### src/rtl/dot_accum_pkg.sv
// Shared definitions for the dot-product accumulator: FSM state encoding and
// default widths.
//   PW_DEF     product width delivered by the 6x6 multiplier
//   ACC_W_DEF  accumulator / result width
//   LEN_W_DEF  frame-length counter width
package dot_accum_pkg;

  localparam int unsigned PW_DEF    = 12;
  localparam int unsigned ACC_W_DEF = 20;
  localparam int unsigned LEN_W_DEF = 4;

  typedef enum logic [1:0] {
    ST_IDLE  = 2'd0,
    ST_ACCUM = 2'd1,
    ST_HOLD  = 2'd2
  } state_t;

endpackage

### src/rtl/dot_accum_add.sv
// ACC_W-bit accumulate adder with carry-out.
// With DOT_ACCUM_SAT_EN defined the sum clamps to all-ones on carry-out,
// otherwise it wraps modulo 2**ACC_W.
//   acc     current accumulator value
//   addend  unsigned product to add
//   sum_c   next accumulator value (combinational)
//   carry_c true ACC_W+1-bit sum carried out (combinational)
module dot_accum_add
  import dot_accum_pkg::*;
#(
  parameter int unsigned PW    = PW_DEF,
  parameter int unsigned ACC_W = ACC_W_DEF
) (
  input  logic [ACC_W-1:0] acc,
  input  logic [PW-1:0]    addend,
  output logic [ACC_W-1:0] sum_c,
  output logic             carry_c
);

  localparam int unsigned SUM_W = ACC_W + 1;

  logic [SUM_W-1:0] full_c;

  always_comb begin
    full_c  = {1'b0, acc} + SUM_W'(addend);
    carry_c = full_c[ACC_W];
`ifdef DOT_ACCUM_SAT_EN
    // Once clamped, further adds carry again, so the sum stays at all-ones.
    sum_c   = carry_c ? {ACC_W{1'b1}} : full_c[ACC_W-1:0];
`else
    sum_c   = full_c[ACC_W-1:0];
`endif
  end

endmodule

### src/rtl/dot_accum.sv
// Frame accumulator for the multiplier product stream. Sums products until
// in_last (or the length limit), then holds the result under a valid/ready
// handshake. Products arriving while a result is stalled are dropped and
// flagged. Optional macro DOT_ACCUM_SAT_EN selects saturating accumulation.
//   clk, rst              clock, synchronous active-high reset
//   in_valid/in_data/in_last   product stream (cannot be stalled)
//   out_valid/out_ready   result handshake
//   out_sum/out_count     frame sum and number of products
//   ovf, trunc            frame overflowed / closed by length limit
//   drop                  sticky: a product was lost while holding
//   busy                  not idle
module dot_accum
  import dot_accum_pkg::*;
#(
  parameter int unsigned PW    = PW_DEF,
  parameter int unsigned ACC_W = ACC_W_DEF,
  parameter int unsigned LEN_W = LEN_W_DEF
) (
  input  logic             clk,
  input  logic             rst,
  input  logic             in_valid,
  input  logic [PW-1:0]    in_data,
  input  logic             in_last,
  output logic             out_valid,
  input  logic             out_ready,
  output logic [ACC_W-1:0] out_sum,
  output logic [LEN_W-1:0] out_count,
  output logic             ovf,
  output logic             trunc,
  output logic             drop,
  output logic             busy
);

  localparam logic [LEN_W-1:0] CNT_ONE = LEN_W'(1);
  localparam logic [LEN_W-1:0] CNT_MAX = {LEN_W{1'b1}};

  state_t           state;
  logic [ACC_W-1:0] acc;
  logic [LEN_W-1:0] cnt;
  logic [ACC_W-1:0] sum_c;
  logic             carry_c;
  logic [LEN_W-1:0] cnt_inc_c;

  dot_accum_add #(
    .PW    (PW),
    .ACC_W (ACC_W)
  ) u_add (
    .acc     (acc),
    .addend  (in_data),
    .sum_c   (sum_c),
    .carry_c (carry_c)
  );

  assign cnt_inc_c = cnt + CNT_ONE;
  assign out_sum   = acc;
  assign out_count = cnt;

  // Frame FSM and result registers.
  always_ff @(posedge clk) begin
    if (rst) begin
      state     <= ST_IDLE;
      acc       <= '0;
      cnt       <= '0;
      out_valid <= 1'b0;
      ovf       <= 1'b0;
      trunc     <= 1'b0;
      drop      <= 1'b0;
      busy      <= 1'b0;
    end else begin
      case (state)
        ST_IDLE, ST_HOLD: begin
          if (state == ST_HOLD && !out_ready) begin
            // Result stalled: upstream cannot wait, so the product is lost.
            if (in_valid) drop <= 1'b1;
          end else if (in_valid) begin
            // New frame; in HOLD this is the back-to-back case.
            acc   <= ACC_W'(in_data);
            cnt   <= CNT_ONE;
            ovf   <= 1'b0;
            trunc <= 1'b0;
            busy  <= 1'b1;
            if (in_last || CNT_ONE == CNT_MAX) begin
              state     <= ST_HOLD;
              out_valid <= 1'b1;
              trunc     <= !in_last;
            end else begin
              state     <= ST_ACCUM;
              out_valid <= 1'b0;
            end
          end else begin
            state     <= ST_IDLE;
            out_valid <= 1'b0;
            busy      <= 1'b0;
          end
        end
        ST_ACCUM: begin
          if (in_valid) begin
            acc <= sum_c;
            cnt <= cnt_inc_c;
            if (carry_c) ovf <= 1'b1;
            if (in_last) begin
              state     <= ST_HOLD;
              out_valid <= 1'b1;
            end else if (cnt_inc_c == CNT_MAX) begin
              state     <= ST_HOLD;
              out_valid <= 1'b1;
              trunc     <= 1'b1;
            end
          end
        end
        default: begin
          state     <= ST_IDLE;
          out_valid <= 1'b0;
          busy      <= 1'b0;
        end
      endcase
    end
  end

endmodule

### config.mk
export PLATFORM = sky130hd
export DESIGN_NAME = dot_accum
export DESIGN_NICKNAME = d
export VERILOG_FILES = /design/src/rtl/dot_accum_pkg.sv /design/src/rtl/dot_accum_add.sv /design/src/rtl/dot_accum.sv
export SDC_FILE = /design/constraint.sdc
export NUM_CORES = 1
export LEC_CHECK = 0
export BUFFER_PORTS_ARGS = -buffer_cell sky130_fd_sc_hd__buf_2
export CORE_MARGIN = 2
export CORE_UTILIZATION = 30
export DETAILED_ROUTE_END_ITERATION = 7
export PLACE_DENSITY = 0.58
export SLEW_MARGIN = 20
export SYNTH_ARGS = -nofsm -noshare
export SYNTH_HDL_FRONTEND = slang
export SYNTH_SLANG_ARGS = --single-unit
export TNS_END_PERCENT = 10
### constraint.sdc
create_clock -name clk -period 3.4 [get_ports clk]
set_input_delay 0.68 -clock clk [delete_from_list [all_inputs] [get_ports clk]]
set_output_delay 0.68 -clock clk [all_outputs]
set_load 0.005 [all_outputs]
==> results.cfg <==
[setup_path]
crit_path_end = out_sum[12]
crit_type = in -> reg
r2r_start = out_sum[0]
r2r-end = out_sum[12]
rr_worst_depth = 9
startpoint = in_data[0]
r2r_slack_ns = 1.05
crit_fanout = 10
critPathRequiredTime_ns = 3.62
cp.arrival_ns = 2.70
worstSetupStartpointType = input pin
crit_path_end_kind = flip-flop

[detailed_routing]
drtAntennaViolNets = 0
wl_per_cell_um = 14.05
drt_pre_antenna_iters = 4
drt-initial-drc-count = 80
vias = 1954
drt-vias-per-instance = 5.253
wirelength_um = 5228
drc_errors = 0

[sta]
period_share_pct = 72.88
rsz0062_at_grt = false
min_period_ns = 2.478
fmax_mhz = 403.6
fin_worst_skew_ns = 0.001717
setup_viol = 0
max_slew.worst_pin.slew_ns = 0.5247
slew_viol_final = 0
hold_viol = 0
slew_headroom_pct = 65.02
final.setup.tns_ns = 0

[synth]
yosysTopAreaCell = dfxtp_1
syn-cell-area_um2 = 1997
yosys-top-cells-count = dfxtp_1, nor2_1, a21oi_1
syn_inst = 248
synth_top_area_share_pct = 30.08
synth_cell_type_count = 52
synth.area.top_cells = dfxtp_1, ha_1, a21oi_1, nor2_1, xor2_1
ys_ff_latch = 30
synth_flop_cell = dfxtp_1
ys_warn_count = 0
avgSynthCellArea_um2 = 8.052
syn_nets = 280
async_reset_ff_share_pct = 0
synth_edf_count = 0
ys_seq_area_share_pct = 30.08

[clock_tree]
cts_setup_buffers = 0
cts_sinks = 30
cts_htree_levels = 2
numCtsBuffers = 5
insertion_delay_ns = 0.29
ctsHoldBuffers = 0
ctsRootBufferMaster = clkbuf_8
cts.repair.resized = 0
cts_tree = done
clk_pin_slew_worst_paths_ns = 0.07
cts_buffer_depth = 2

[place]
dp_hpwl_um = 3775
place_area_um2 = 2292
dp.cells = 364
gp_congestion = 0.8645
port_buffers = 45

[finish]
fill_cells = 681
multi_input_area_um2 = 1318
design_area_um2 = 2435
fin_nets = 326
instances_no_fill = 372
drive_gt1_share_pct = 22.71
diodes = 0
regArea_um2 = 600.6
area_growth_pct = 21.93

[global_routing]
first_global_vias = 1751
grt_max_degree = 25
gr-total-overflow = 0
grt_antenna_before_repair = 0
grt_usage_pct = 14.13
grt_pass1_wl_um = 8280

[die]
initial_utilization_pct = 31.27
chipWidth_um = 85.59
io_pins = 46
core_area_um2 = 6386
die-height_um = 85.59
row_count = 29
dieArea_um2 = 7325

[hold_path]
hold_path.class = reg -> reg
hp-start = drop

[flow_run]
maxCapViolCount = 0

[power]
cellPowerDensity_nw_per_um2 = 438.9
power_mw = 1.069
p_leak_nw = 1.062
ir_drop_mv = 0.2056

[run_status]
status = completed
[kinds of logic (layout without fill, tap and decap cells)]
family | Yosys count | count (layout) | synth area share, %
and+or+nand+nor | 98 | 98 | 24.56
adders and majority gates | 15 | 15 | 9.775
buffers and inverters | 16 | 63 | 3.947
DFF | 30 | 30 | 30.08
AOI/OAI and AO/OA | 79 | 79 | 27.26
xor gates and xnor gates | 10 | 10 | 4.386
[layout by cell type (no fill, tap or decap), types with 3 or more instances in the layout]
| cell | netlist | final |
|---|---|---|
| a21oi_1 | 24 | 24 |
| xor2_1 | 8 | 8 |
| a21o_1 | 4 | 4 |
| and2b_1 | 3 | 3 |
| buf_4 | 2 | 4 |
| o221ai_1 | 4 | 4 |
| o21ai_0 | 10 | 10 |
| a211oi_1 | 5 | 5 |
| inv_1 | 6 | 6 |
| o21a_1 | 4 | 4 |
| nand2b_1 | 3 | 3 |
| or4_1 | 3 | 3 |
| nand3_1 | 9 | 9 |
| buf_2 | 1 | 45 |
| nand2_1 | 18 | 18 |
| o21ai_1 | 4 | 4 |
| ha_1 | 14 | 14 |
| nor3_1 | 8 | 8 |
| clkbuf_8 | 1 | 6 |
| dfxtp_1 | 30 | 30 |
| or3_1 | 5 | 5 |
| nand3b_1 | 3 | 3 |
| nand4_1 | 4 | 4 |
| nor2_1 | 30 | 30 |
[power breakdown]
part	switching, mW	leakage, nW	total (mW)	internal [mW]
sequential	0.0135	0.245	0.382	0.368
combinational	0.132	0.745	0.224	0.0922
clock	0.150	0.0714	0.463	0.313
total	0.296	1.06	1.07	0.773
[how the worst min path moves through the flow]
stage	to	slack, ns	depth (start not counted)
CTS	out_sum[7]	0.48	2
finish	drop	0.47	2
global placement	drop	0.45	2
detailed placement	drop	0.46	2
floorplan	drop	0.46	2
global route	out_sum[7]	0.50	2
[layout make-up]
class	instances	share of cell area (%)
sequential	30	24.67
tap	77	3.957
timing repair buffer	49	10.48
multi-input combinational	202	54.11
clock buffer	6	3.392
clock inverter	2	2.467
inverter	6	0.9250
[worst max-delay path, stage by stage]
cell,delay (ns)
buf_2,0.09
ha_1,0.16
inv_1,0.05
fa_1,0.36
and2b_1,0.24
o2111ai_1,0.20
nand3b_2,0.17
a211oi_4,0.11
or4_1,0.48
a21oi_1,0.14
[sequential cells by signal, indices dropped and copies added (netlist names)]
register and flops:
busy 1, drop 1, out_count 4, out_sum 20, ovf 1, state 2
trunc 1
[per-layer routing]
layer | part of all wire [%] | GRT usage (%) | vias up
met3 | 5.1 | 3.850 | 8
met2 | 45 | 23.08 | 43
met4 | 1.4 | 4.185 | 0
met5 | 0 | 0 | -
met1 | 49 | 18.24 | 892
li1 | - | - | 1011
[through the flow]
stage / utilization, % / hold WS (ns) / setup slack (ns)
4_1_cts: 38.13 / 0.4772 / 0.9453
3_5_place_dp: 35.89 / 0.4648 / 0.6495
3_3_place_gp: 35.89 / 0.4542 / 0.6812
5_1_grt: 38.13 / 0.4996 / 0.7330
2_1_floorplan: - / 0.4604 / 0.9044
6_report: 38.13 / 0.4705 / 0.9221
No activity file was read; power rests on OpenSTA's default activity.
